`config.mk`:
```
export PLATFORM = sky130hd
export DESIGN_NAME = domain_bus_arb_flat
export DESIGN_NICKNAME = d
export VERILOG_FILES = /design/src/rtl/domain_pkg.sv /design/src/rtl/domain_bus_arb_if.sv /design/src/rtl/domain_bus_arb_rr_pick.sv /design/src/rtl/domain_bus_arb.sv /design/src/flat_wrapper.sv
export SDC_FILE = /design/constraint.sdc
export NUM_CORES = 1
export LEC_CHECK = 0
export CORE_MARGIN = 2
export CORE_UTILIZATION = 28
export DETAILED_ROUTE_END_ITERATION = 10
export REMOVE_ABC_BUFFERS = 1
export SYNTH_ARGS = -nofsm -noshare
export SYNTH_HDL_FRONTEND = slang
export SYNTH_SLANG_ARGS = --single-unit
```
`constraint.sdc`:
```
create_clock -name clk -period 8.2 [get_ports clk]
set_input_delay 2.46 -clock clk [delete_from_list [all_inputs] [get_ports clk]]
set_output_delay 2.46 -clock clk [all_outputs]
set_load 0.02 [all_outputs]
```
`src/rtl/domain_pkg.sv`:
```
// Shared types and default bus widths for the domain bus arbiter slice.
package domain_pkg;

    typedef enum logic [1:0] {
        IDLE,
        XFER,
        DONE
    } arb_state_t;

    localparam int BUS_ADDR_W = 17;
    localparam int BUS_DATA_W = 8;

endpackage

```
`src/rtl/domain_bus_arb_if.sv`:
```
// Requester and external bus signals of the domain bus arbiter.
// The master modport is the arbiter's view; slave is the surrounding logic.
interface domain_bus_arb_if
    import domain_pkg::*;
#(
    parameter int N_CHAN = 4,
    parameter int ADDR_W = BUS_ADDR_W,
    parameter int DATA_W = BUS_DATA_W
) ();

    logic [N_CHAN-1:0]        req;
    logic [N_CHAN-1:0]        req_we;
    logic [N_CHAN*ADDR_W-1:0] req_addr;
    logic [N_CHAN*DATA_W-1:0] req_wdata;
    logic [N_CHAN-1:0]        gnt;
    logic [N_CHAN-1:0]        done;
    logic [N_CHAN-1:0]        err;
    logic [DATA_W-1:0]        rdata;
    logic                     bus_valid;
    logic                     bus_we;
    logic [ADDR_W-1:0]        bus_addr;
    logic [DATA_W-1:0]        bus_wdata;
    logic [DATA_W-1:0]        bus_in;
    logic                     bus_ready;

    modport master (
        input  req, req_we, req_addr, req_wdata, bus_in, bus_ready,
        output gnt, done, err, rdata, bus_valid, bus_we, bus_addr, bus_wdata
    );

    modport slave (
        output req, req_we, req_addr, req_wdata, bus_in, bus_ready,
        input  gnt, done, err, rdata, bus_valid, bus_we, bus_addr, bus_wdata
    );

endinterface

```
`src/rtl/domain_bus_arb_rr_pick.sv`:
```
// Combinational round-robin selector: first requesting channel after 'last',
// wrapping modulo N_CHAN.
module rr_pick #(
    parameter int  N_CHAN = 4,
    localparam int IDX_W  = (N_CHAN > 1) ? $clog2(N_CHAN) : 1
) (
    input  logic [N_CHAN-1:0] req,
    input  logic [IDX_W-1:0]  last,
    output logic [N_CHAN-1:0] pick,
    output logic [IDX_W-1:0]  pick_idx,
    output logic              any
);

    logic [IDX_W-1:0] cand;

    // Walk the channels in priority order starting just after the last winner
    always_comb begin
        pick     = '0;
        pick_idx = '0;
        any      = 1'b0;
        cand     = '0;
        for (int k = 1; k <= N_CHAN; k++) begin
            cand = IDX_W'((int'(last) + k) % N_CHAN);
            if (!any && req[cand]) begin
                any        = 1'b1;
                pick_idx   = cand;
                pick[cand] = 1'b1;
            end
        end
    end

endmodule

```
`src/rtl/domain_bus_arb.sv`:
```
// Round-robin arbiter letting N_CHAN CPU domains share one registered
// external memory bus with a valid/ready handshake and read-data return.
// Optional feature macro: DOMAIN_ARB_TIMEOUT_EN adds a bus-wait timeout that
// completes a stuck transfer with err/done pulses and rdata = 0.
module domain_bus_arb
    import domain_pkg::*;
#(
    parameter int N_CHAN  = 4,
    parameter int ADDR_W  = BUS_ADDR_W,
    parameter int DATA_W  = BUS_DATA_W,
    parameter int TIMEOUT = 15
) (
    input logic               clk,
    input logic               reset,
    domain_bus_arb_if.master  bus
);

    localparam int IDX_W = (N_CHAN > 1) ? $clog2(N_CHAN) : 1;

    if (N_CHAN < 2 || TIMEOUT < 1) begin : g_param_check
        $error("domain_bus_arb: N_CHAN must be >= 2 and TIMEOUT >= 1");
    end

    arb_state_t        state;
    logic [IDX_W-1:0]  last;
    logic [IDX_W-1:0]  win_idx;
    logic [N_CHAN-1:0] gnt_q;
    logic [N_CHAN-1:0] done_q;
    logic [DATA_W-1:0] rdata_q;
    logic              bus_valid_q;
    logic              bus_we_q;
    logic [ADDR_W-1:0] bus_addr_q;
    logic [DATA_W-1:0] bus_wdata_q;

    logic [N_CHAN-1:0] pick;
    logic [IDX_W-1:0]  pick_idx;
    logic              pick_any;
    logic              win_we;
    logic [ADDR_W-1:0] win_addr;
    logic [DATA_W-1:0] win_wdata;
    logic              timeout_hit;

`ifdef DOMAIN_ARB_TIMEOUT_EN
    localparam int CNT_W = $clog2(TIMEOUT + 1);
    logic [CNT_W-1:0]  wait_cnt;
    logic [N_CHAN-1:0] err_q;

    assign timeout_hit = (wait_cnt == CNT_W'(TIMEOUT - 1)) && !bus.bus_ready;
    assign bus.err     = err_q;
`else
    assign timeout_hit = 1'b0;
    assign bus.err     = '0;
`endif

    rr_pick #(.N_CHAN(N_CHAN)) u_pick (
        .req      (bus.req),
        .last     (last),
        .pick     (pick),
        .pick_idx (pick_idx),
        .any      (pick_any)
    );

    // Select the candidate winner's request fields for registering onto the bus
    always_comb begin
        win_we    = 1'b0;
        win_addr  = '0;
        win_wdata = '0;
        for (int i = 0; i < N_CHAN; i++) begin
            if (pick[i]) begin
                win_we    = bus.req_we[i];
                win_addr  = bus.req_addr[i*ADDR_W +: ADDR_W];
                win_wdata = bus.req_wdata[i*DATA_W +: DATA_W];
            end
        end
    end

    // Arbitration FSM with all bus and completion outputs registered
    always_ff @(posedge clk) begin
        if (reset) begin
            state       <= IDLE;
            last        <= IDX_W'(N_CHAN - 1);
            win_idx     <= '0;
            gnt_q       <= '0;
            done_q      <= '0;
            rdata_q     <= '0;
            bus_valid_q <= 1'b0;
            bus_we_q    <= 1'b0;
            bus_addr_q  <= '0;
            bus_wdata_q <= '0;
`ifdef DOMAIN_ARB_TIMEOUT_EN
            wait_cnt    <= '0;
            err_q       <= '0;
`endif
        end else begin
            case (state)
                IDLE: begin
                    done_q <= '0;
                    if (pick_any) begin
                        state       <= XFER;
                        gnt_q       <= pick;
                        win_idx     <= pick_idx;
                        bus_valid_q <= 1'b1;
                        bus_we_q    <= win_we;
                        bus_addr_q  <= win_addr;
                        bus_wdata_q <= win_wdata;
`ifdef DOMAIN_ARB_TIMEOUT_EN
                        wait_cnt    <= '0;
`endif
                    end
                end
                XFER: begin
                    if (bus.bus_ready) begin
                        state       <= DONE;
                        rdata_q     <= bus.bus_in;
                        bus_valid_q <= 1'b0;
                        last        <= win_idx;
                        done_q      <= gnt_q;
                    end else if (timeout_hit) begin
                        state       <= DONE;
                        rdata_q     <= '0;
                        bus_valid_q <= 1'b0;
                        last        <= win_idx;
                        done_q      <= gnt_q;
`ifdef DOMAIN_ARB_TIMEOUT_EN
                        err_q       <= gnt_q;
`endif
                    end else begin
`ifdef DOMAIN_ARB_TIMEOUT_EN
                        wait_cnt    <= wait_cnt + 1'b1;
`endif
                    end
                end
                DONE: begin
                    state  <= IDLE;
                    done_q <= '0;
                    gnt_q  <= '0;
`ifdef DOMAIN_ARB_TIMEOUT_EN
                    err_q  <= '0;
`endif
                end
                default: state <= IDLE;
            endcase
        end
    end

    assign bus.gnt       = gnt_q;
    assign bus.done      = done_q;
    assign bus.rdata     = rdata_q;
    assign bus.bus_valid = bus_valid_q;
    assign bus.bus_we    = bus_we_q;
    assign bus.bus_addr  = bus_addr_q;
    assign bus.bus_wdata = bus_wdata_q;

endmodule

```
`src/flat_wrapper.sv`:
```
// flat-port wrapper written by rule: the top's interface ports become plain ports
module domain_bus_arb_flat import domain_pkg::*;
#(
    parameter int N_CHAN  = 4,
    parameter int ADDR_W  = BUS_ADDR_W,
    parameter int DATA_W  = BUS_DATA_W,
    parameter int TIMEOUT = 15
)
  (clk, reset, bus_req, bus_req_we, bus_req_addr, bus_req_wdata, bus_bus_in, bus_bus_ready, bus_gnt, bus_done, bus_err, bus_rdata, bus_bus_valid, bus_bus_we, bus_bus_addr, bus_bus_wdata);
  domain_bus_arb_if #(.N_CHAN(N_CHAN), .ADDR_W(ADDR_W), .DATA_W(DATA_W)) bus_i ();
  input logic clk;
  input logic reset;
  input wire logic [$bits(bus_i.req)-1:0] bus_req;
  input wire logic [$bits(bus_i.req_we)-1:0] bus_req_we;
  input wire logic [$bits(bus_i.req_addr)-1:0] bus_req_addr;
  input wire logic [$bits(bus_i.req_wdata)-1:0] bus_req_wdata;
  input wire logic [$bits(bus_i.bus_in)-1:0] bus_bus_in;
  input wire logic [$bits(bus_i.bus_ready)-1:0] bus_bus_ready;
  output wire logic [$bits(bus_i.gnt)-1:0] bus_gnt;
  output wire logic [$bits(bus_i.done)-1:0] bus_done;
  output wire logic [$bits(bus_i.err)-1:0] bus_err;
  output wire logic [$bits(bus_i.rdata)-1:0] bus_rdata;
  output wire logic [$bits(bus_i.bus_valid)-1:0] bus_bus_valid;
  output wire logic [$bits(bus_i.bus_we)-1:0] bus_bus_we;
  output wire logic [$bits(bus_i.bus_addr)-1:0] bus_bus_addr;
  output wire logic [$bits(bus_i.bus_wdata)-1:0] bus_bus_wdata;
  assign bus_i.req = bus_req;
  assign bus_i.req_we = bus_req_we;
  assign bus_i.req_addr = bus_req_addr;
  assign bus_i.req_wdata = bus_req_wdata;
  assign bus_i.bus_in = bus_bus_in;
  assign bus_i.bus_ready = bus_bus_ready;
  assign bus_gnt = bus_i.gnt;
  assign bus_done = bus_i.done;
  assign bus_err = bus_i.err;
  assign bus_rdata = bus_i.rdata;
  assign bus_bus_valid = bus_i.bus_valid;
  assign bus_bus_we = bus_i.bus_we;
  assign bus_bus_addr = bus_i.bus_addr;
  assign bus_bus_wdata = bus_i.bus_wdata;
  domain_bus_arb #(.N_CHAN(N_CHAN), .ADDR_W(ADDR_W), .DATA_W(DATA_W), .TIMEOUT(TIMEOUT)) u_core (.clk(clk), .reset(reset), .bus(bus_i));
endmodule
```
## Word level (Yosys, flattened, before mapping)

Cells that the tools add are included.

| operators by class | value |
|---|---|
| add/sub/neg operators | 4 |
| $lt $le $gt $ge | 8 |
| equal/unequal tests | 4 |
| muxes and demuxes | 50 |
| bitwise gates (word level) | 3 |
| reduce and logical (&&, ||, !) cells | 21 |

Operator list:

| cell | count |
|---|---|
| 17-bit two-way mux | 4 |
| 8-bit two-way mux | 4 |
| 4-bit two-way mux | 6 |
| 1-bit two-way mux | 18 |
| 4-bit one-hot mux with 2 select lines | 2 |
| 2-bit by 3-bit < comparator with 1-bit output (second input constant) | 4 |
| 2-bit two-way mux | 6 |
| 4-bit OR | 3 |
| 2-bit AND reduction | 5 |
| 1-bit binary-select mux with 2-bit select | 4 |
| 1-bit demux with 2-bit select | 4 |
| 2-bit by 1-bit >= comparator with 1-bit output (second input constant) | 4 |
| 1-bit logical AND | 7 |
| 2-bit nonzero test | 3 |
| 2-bit by 1-bit adder with 2-bit output (second input constant) | 2 |
| 2-bit adder (second input constant) | 2 |
| 2-bit one-hot mux with 2 select lines | 1 |
| 1-bit zero test | 3 |
| 3-bit AND reduction | 1 |
| 2-bit by 1-bit equality test with 1-bit output (second input constant) | 1 |
| 2-bit equality test (second input constant) | 1 |
| 2-bit zero test | 1 |
| 2-bit by 1-bit != test with 1-bit output (second input constant) | 1 |
| 2-bit != test (second input constant) | 1 |
| 2 further kinds | 2 |

| word-level totals | value |
|---|---|
| flip-flop bits (word level) | 49 |
| input bits | 119 |
| output and inout bits | 47 |
| word-level logic and storage cells | 100 |

## Longest topological paths before layout

Gate-level depths: netlist of the first run.

| logic depth | value |
|---|---|
| depth after elaboration | 17 |
| mapped depth | 12 |
| mapped depth without buffers | 8 |

## By module

A second synthesis of the first run with hierarchy kept.

| second synthesis, totals | value |
|---|---|
| cells, all modules | 414 |
| area total of the unflattened synthesis | 3403.3 sq um |

By module, submodules not included:

| module | instances | cells each | area each (sq um) | seq. area each (sq um) |
|---|---|---|---|---|
| domain_bus_arb | 1 | 346 | 2877.8 | 980.9 |
| rr_pick | 1 | 68 | 525.5 | 0.0 |

## Worst setup path before layout of the first run

No wires, ideal clock.

| timing path | value |
|---|---|
| path kind | input -> register |
| from | input bus_req[2] |
| to | register u_core.bus_wdata_q[2] (netlist: u_core.bus.bus_wdata[2]) |
| setup time | 0.131 ns |
| arrival time | 4.395 ns |
| required time | 8.069 ns |
| setup slack | 3.673 ns |
| cell stages on the path | 8 |
| buffers on the path | 3 |
| cells stage by stage | buf_2 mux4_2 and2_4 or3_1 buf_6 buf_8 a2111oi_4 a211oi_2 |

| on the way | value |
|---|---|
| cells in the longest elaborated chain, start to end | 16 |
| elaborated cells on any way between the ends | 30 |
| those cells by class | 20 x mux; 3 x bitwise; 7 x reduce/logical |

Ends and longest elaborated chain:

| item | line | text |
|---|---|---|
| from (decl) | flat_wrapper.sv:13 | `input wire logic [$bits(bus_i.req)-1:0] bus_req;` |
| 1-bit binary-select mux with 2-bit select | domain_bus_arb_rr_pick.sv:24 | `if (!any && req[cand]) begin` |
| 1-bit two-way mux (implied by the code) | domain_bus_arb_rr_pick.sv:24 |  |
| 1-bit two-way mux | domain_bus_arb_rr_pick.sv:24 |  |
| 1-bit zero test | domain_bus_arb_rr_pick.sv:24 |  |
| 1-bit logical AND | domain_bus_arb_rr_pick.sv:24 |  |
| 1-bit two-way mux | domain_bus_arb_rr_pick.sv:24 |  |
| 1-bit zero test | domain_bus_arb_rr_pick.sv:24 |  |
| 1-bit logical AND | domain_bus_arb_rr_pick.sv:24 |  |
| 1-bit two-way mux | domain_bus_arb_rr_pick.sv:24 |  |
| 1-bit zero test | domain_bus_arb_rr_pick.sv:24 |  |
| 1-bit logical AND | domain_bus_arb_rr_pick.sv:24 |  |
| 4-bit two-way mux | domain_bus_arb_rr_pick.sv:24 |  |
| 8-bit two-way mux (4 in a row) | domain_bus_arb.sv:69 | `if (pick[i]) begin` |
| to (signal assigned) | domain_bus_arb.sv:105 | `bus_wdata_q <= win_wdata;` |
| to (decl) | domain_bus_arb.sv:33 | `logic [DATA_W-1:0] bus_wdata_q;` |

Several ways; a longest one is shown, not always the timed one. The select of a mux whose other input is x is not followed.
A chain may end at the register's enable or synchronous reset.

## Worst setup path in the final report of the first run

| timing path | value |
|---|---|
| from | input bus_req[2] |
| to | register u_core.bus_wdata_q[7] (netlist: u_core.bus.bus_wdata[7]) |

The elaborated chain is that of the path after synthesis.

==> impl_metrics.env, run 1 <==
export IMPL_initial_core_util=0.284
export IMPL_grt_max_degree=58
export IMPL_worst_path_max_fanout=21
export IMPL_status="finished clean"
export IMPL_hold_buffers=0
export IMPL_fin_area_um2=5710
export IMPL_startpoint_type="input pin"
export IMPL_setup_ws_ns=2.51
export IMPL_syn_instance_count=447
export IMPL_clock_latency_ns=0.30
export IMPL_clockBufferDepth=2
export IMPL_ctsResizeCount=0
export IMPL_async_flop_share=0
export IMPL_drive_gt1_frac=0.123
export IMPL_synth_seq_cells=49
export IMPL_h_tree_depth=2
export IMPL_fmax_mhz=176
export IMPL_p_int_w=0.000680
export IMPL_slew_headroom=0.168
export IMPL_synth_flop_cell="dfxtp_1"
export IMPL_worstPathRequired_ns=8.37
export IMPL_gp_congestion=0.872
export IMPL_post_cts_buffers=0
export IMPL_cellLeakagePower_nw=1.92
export IMPL_maxCapViolCount=0
export IMPL_die_area_um2=14900
export IMPL_p_per_area_nw_per_um2=190
export IMPL_tritoncts="built"
export IMPL_avgSynthCellArea_um2=8.74
export IMPL_first_iter_violations=253
export IMPL_seqPwrFrac=0.276
export IMPL_totalWireLength_um=13500
export IMPL_cp_arrival_ns=5.86
export IMPL_root_buffer="clkbuf_16"
export IMPL_numClockSinks=49
export IMPL_io_pins=166
export IMPL_drtPass1Iterations=4
export IMPL_vias=3894
export IMPL_layout_nets=703
export IMPL_numPortBuffers=161
export IMPL_grt_pass1_wl_um=20200
export IMPL_worst_pin_slew_ns=1.25
export IMPL_antenna_found_initial=0
export IMPL_skew_ns=0.00559
export IMPL_synth_top_cells_by_count="nor2_1 (67), nand2_1 (56), dfxtp_1 (49)"
export IMPL_rsz0062_at_grt="no"
export IMPL_num_rows=43
export IMPL_p_sw_w=0.000404
export IMPL_synth_edf_count=0
export IMPL_setup_viol=0
export IMPL_via_per_inst=5.14
export IMPL_antenna_left=0
export IMPL_critPathCaptureType="flop"
export IMPL_period_share=0.694
export IMPL_routedWlPerCell_um=17.8
export IMPL_yosysMostFrequentCell="nor2_1"
export IMPL_switching_share=0.373
export IMPL_overflow=0
export IMPL_synth_top_area_share=0.251
export IMPL_final_max_slew_viol_count=0
export IMPL_core_area_um2=13800
export IMPL_antenna_cells=0
export IMPL_p_clk_frac=0.258
export IMPL_yosys_warnings=0
export IMPL_combPwrFrac=0.466
export IMPL_drc_errors=0
export IMPL_synth_area_um2=3900
export IMPL_area_growth_pct=46.3
export IMPL_setup_tns_ns=0
export IMPL_crit_type="input pin to flop"
export IMPL_hp_class="flop to flop"
export IMPL_synth_area_top_cells="dfxtp_1 (25%), a2111oi_4 (15%), nor2_1 (6.4%)"
export IMPL_synth_cell_types=55
export IMPL_hold_viol=0
export IMPL_cts_buffers=5
export IMPL_pre_cts_slack_ns=2.25
export IMPL_irDropWorstVdd_uv=91.5
export IMPL_yosysTopAreaCell="dfxtp_1"
export IMPL_fp_dieH_um=122
export IMPL_die_w_um=122
export IMPL_seq_area_frac_synth=0.251
export IMPL_grt_pass1_vias=3745
export IMPL_place_area_um2=5520
export IMPL_grt_use_total=0.173
export IMPL_dp_hpwl_um=9200
export IMPL_period_minus_slack_ns=5.69
export IMPL_path_clk_slew_ns=0.08
==> logic make-up after synthesis <==
logic type | Yosys count | synth area share
AO/OA/AOI/OAI | 125 | 0.371
AND/OR/NAND/NOR | 205 | 0.246
buffers and inverters | 52 | 0.0769
adder cells (fa/ha/maj) | 8 | 0.0256
multiplexers | 7 | 0.0279
other | 1 | 0.000960
flip-flops | 49 | 0.251
==> sequential cells by signal (all words and copies together) (netlist names) <==
name and cells:
u_core.bus.bus_addr 17, u_core.bus.bus_wdata 8, u_core.bus.rdata 8, u_core.bus.done 4
u_core.bus.gnt 4, u_core.last 2, u_core.state 2, u_core.win_idx 2
u_core.bus.bus_valid 1, u_core.bus.bus_we 1
==> area by class of cell <==
type	count	area (um^2)
multi-input combinational	349	2650
sequential	49	981
inverter	5	18.8
tap	180	225
clock inverter	3	68.8
fill	1386	8060
timing repair buffer	166	1640
clock buffer	5	125
==> metal layers <==
layer	GRT usage	share of wire
met1	0.224	0.43
met4	0.0381	0.010
met5	0	0
met3	0.0473	0.085
met2	0.287	0.47
==> stage by stage <==
step | power [W] | utilization | std cells | hold WS [ns]
CTS | 0.00110 | 0.415 | 757 | 0.464
floorplan | 0.000612 | - | 403 | 0.436
finish | 0.00108 | 0.415 | 757 | 0.458
detailed placement | 0.000810 | 0.401 | 749 | 0.450
global route | 0.00114 | 0.415 | 757 | 0.488
global placement | 0.000802 | 0.401 | 749 | 0.444
==> path summary, 6_finish.rpt <==
path	start	endpoint	slack [ns]	cells past startpoint
setup reg to reg	u_core.last[0]	u_core.bus.bus_addr[15]	3.88	8
hold / removal	u_core.bus.rdata[5]	u_core.bus.rdata[5]	0.46	2
setup / recovery	bus_req[2]	u_core.bus.bus_wdata[7]	2.51	8
hold reg to reg	u_core.bus.rdata[5]	u_core.bus.rdata[5]	0.46	2
==> power by group through the flow <==
stage	registers, W	clock network [W]	logic (W)
finish	0.000299	0.000280	0.000505
floorplan	0.000335	0	0.000278
global placement	0.000303	0	0.000499
CTS	0.000299	0.000289	0.000508
global route	0.000304	0.000298	0.000540
detailed placement	0.000304	0	0.000506
==> worst max-delay path, stage by stage <==
cell             delay (ns)
clkdlybuf4s50_1        0.71
nor2_1                 0.15
nor4b_1                0.22
o31ai_1                0.58
nand2_2                0.68
buf_4                  0.44
a2111oi_0              0.46
a211oi_1               0.13
==> layout by cell type, fill, tap and decap left out, types with 2 or more instances in the layout <==
master and instances:
nand3_1 4, a2111oi_4 21, nor4b_1 4, nand3b_1 6, inv_1 5, o31a_1 2, clkbuf_16 5, and2_1 25
nor2b_1 2, buf_4 5, mux4_2 3, a2111oi_0 7, o31ai_1 27, conb_1 4, ha_1 8, o21bai_1 2
a21oi_1 19, a211o_1 2, nand2b_1 3, a211oi_1 5, a211oi_2 20, o21ai_0 3, or3_2 2, dfxtp_1 49
and3_1 2, nand2_1 56, bufinv_16 2, a22oi_1 2, nor3_1 28, mux2i_1 3, nor2_1 67, a311oi_1 2
clkdlybuf4s50_1 160
Note: power is estimated with default switching activity, not from simulation.
==> run 2, diff against run 1 <==
==> constraint.sdc (replaced) <==
create_clock -name clk -period 4.6 [get_ports clk]
set_input_delay 1.38 -clock clk [delete_from_list [all_inputs] [get_ports clk]]
set_output_delay 1.38 -clock clk [all_outputs]
set_load 0.02 [all_outputs]
==> run 2 against run 1 <==
  * Combinational power increased by 85%
  * Via count grew 0.69%
  * Largest cell class unchanged
  * Critical path depth is 1 higher
  * First-iteration DRC count shrank 22%
  * Sequential cell count did not move
  * Setup slack got worse by 2.0 ns
  * Cell count rose by 1.6%
  * Global-route usage up 0.49 points
  * Sequential power up 78%
  * Power grew 70%
==> impl_metrics.env, run 2 (synthesis gave the netlist of run 1 again) <==
export IMPL_holdWs_ns=0.457
export IMPL_dp_cells=761
export IMPL_critPathMaxStageDelay_ns=0.70
export IMPL_fmax_mhz=245
export IMPL_area_growth_pct=47.9
export IMPL_p_per_area_nw_per_um2=319
export IMPL_numClockSinks=49
export IMPL_crit_start="bus_req[3]"
export IMPL_totalWireLength_um=13400
export IMPL_slew_headroom=0.316
export IMPL_grt_use_total=0.178
export IMPL_stdcell_count=769
export IMPL_fillers=1400
export IMPL_via_per_inst=5.10
export IMPL_num_rows=43
export IMPL_drive_gt1_frac=0.139
export IMPL_hold_buffers=0
export IMPL_cp_top_family="buffers and inverters"
export IMPL_fp_dieH_um=122
export IMPL_worst_path_max_fanout=20
export IMPL_core_area_um2=13800
export IMPL_worstPathRequired_ns=4.76
export IMPL_path_common_cell="buf_4"
export IMPL_irDropWorstVdd_uv=144
export IMPL_numPortBuffers=161
export IMPL_hp_class="flop to flop"
export IMPL_final_common_cell="clkdlybuf4s50_1"
export IMPL_antenna_left=0
export IMPL_root_buffer="clkbuf_16"
export IMPL_skew_ns=0.00613
export IMPL_gp_congestion=0.844
export IMPL_place_area_um2=5630
export IMPL_antenna_found_initial=0
export IMPL_crit_buf_inv=3
export IMPL_clockBufferDepth=2
export IMPL_vias=3921
export IMPL_setup_tns_ns=0
export IMPL_die_w_um=122
export IMPL_drc_errors=0
export IMPL_post_cts_buffers=0
export IMPL_dp_hpwl_um=9610
export IMPL_io_pins=166
export IMPL_period_share=0.888
export IMPL_grt_pass1_wl_um=21000
export IMPL_cellLeakagePower_nw=1.97
export IMPL_pre_cts_slack_ns=0.204
export IMPL_startpoint_type="input pin"
export IMPL_tritoncts="built"
export IMPL_setup_viol=0
export IMPL_critPathCaptureType="flop"
export IMPL_antenna_cells=0
export IMPL_status="finished clean"
export IMPL_grt_pass1_vias=4101
export IMPL_r2r_slack_ns=0.76
export IMPL_maxCapViolCount=0
export IMPL_layout_nets=715
export IMPL_largest_reg_flops=17
export IMPL_rr_startpoint="u_core.last[0]"
export IMPL_crit_slowest_cell="clkdlybuf4s50_1"
export IMPL_mostFrequentLayoutCells="clkdlybuf4s50_1 (160), nor2_1 (67), nand2_1 (56)"
export IMPL_path_cells="clkdlybuf4s50_1 -> nor2_1 -> nor4b_1 -> buf_4 -> o31a_1 -> or3_2 -> buf_4 -> a2111oi_0 -> a211oi_1"
export IMPL_worst_pin_slew_ns=1.03
export IMPL_period_minus_slack_ns=4.08
export IMPL_final_max_slew_viol_count=0
export IMPL_setup_ws_ns=0.516
export IMPL_multi_input_area_um2=2650
export IMPL_cts_buffers=5
export IMPL_ctsResizeCount=0
export IMPL_drtPass1Iterations=4
export IMPL_hold_start="u_core.bus.rdata[5]"
export IMPL_fin_area_um2=5780
export IMPL_first_iter_violations=198
export IMPL_rsz0062_at_grt="no"
export IMPL_hold_viol=0
export IMPL_clock_latency_ns=0.29
export IMPL_path_clk_slew_ns=0.07
export IMPL_h_tree_depth=2
export IMPL_grt_max_degree=50
export IMPL_initial_core_util=0.284
export IMPL_die_area_um2=14900
export IMPL_routedWlPerCell_um=17.5
export IMPL_seq_area_um2=981
export IMPL_crit_type="input pin to flop"
export IMPL_overflow=0
export IMPL_cp_arrival_ns=4.24
[run 2: worst paths after layout]
check                                 end  cells past startpoint
hold reg to reg       u_core.bus.rdata[5]                      2
setup / recovery  u_core.bus.bus_wdata[7]                      9
hold / removal        u_core.bus.rdata[5]                      2
setup reg to reg  u_core.bus.bus_wdata[7]                      8
[run 2: area by class of cell]
cell class              instances  share of cell area
repair buffers                178               0.305
inverters                       5             0.00325
multi-input cells             349               0.459
clock inverters                 2             0.00238
well taps                     180              0.0390
flip-flops and latches         49               0.170
clock buffers                   6              0.0223
[run 2: routing by layer]
layer | vias to the layer above | GRT usage | share of wire
met4 | 0 | 0.0316 | 0.0084
li1 | 1907 | - | -
met5 | - | 0 | 0
met1 | 1854 | 0.214 | 0.41
met2 | 151 | 0.321 | 0.49
met3 | 9 | 0.0449 | 0.083
[run 2: power by group]
| group | internal [W] | switching [W] | total [W] |
|---|---|---|---|
| clock | 0.000203 | 0.000171 | 0.000375 |
| combinational | 0.000445 | 0.000490 | 0.000936 |
| sequential | 0.000483 | 0.0000499 | 0.000533 |
[run 2: metrics by stage]
stage,util,total power (W)
floorplan,-,0.00109
global placement,0.409,0.00147
detailed placement,0.409,0.00149
CTS,0.419,0.00187
global route,0.419,0.00196
finish,0.419,0.00184
[run 2: worst reg2reg max path, delay by kind of cell (launching register included)]
| family | cells | cell delay [ns] |
|---|---|---|
| compound gates | 2 | 0.58 |
| fa+ha+maj | 1 | 0.57 |
| buf+inv | 2 | 0.67 |
| flops | 1 | 0.74 |
| mux | 1 | 0.45 |
| simple gates | 2 | 0.70 |
==> run 3, diff against run 2 <==
==> constraint.sdc (replaced) <==
create_clock -name clk -period 4.6 [get_ports clk]
set_input_delay 1.38 -clock clk [delete_from_list [all_inputs] [get_ports clk]]
set_output_delay 1.38 -clock clk [all_outputs]
set_load 0.05 [all_outputs]
==> results of run 3 <==
The final DEF is identical to that of run 2. Status: finished clean.
Among the figures that moved: total power 0.00184 W -> 0.00197 W; worst IR drop on VDD 144 uV -> 148 uV
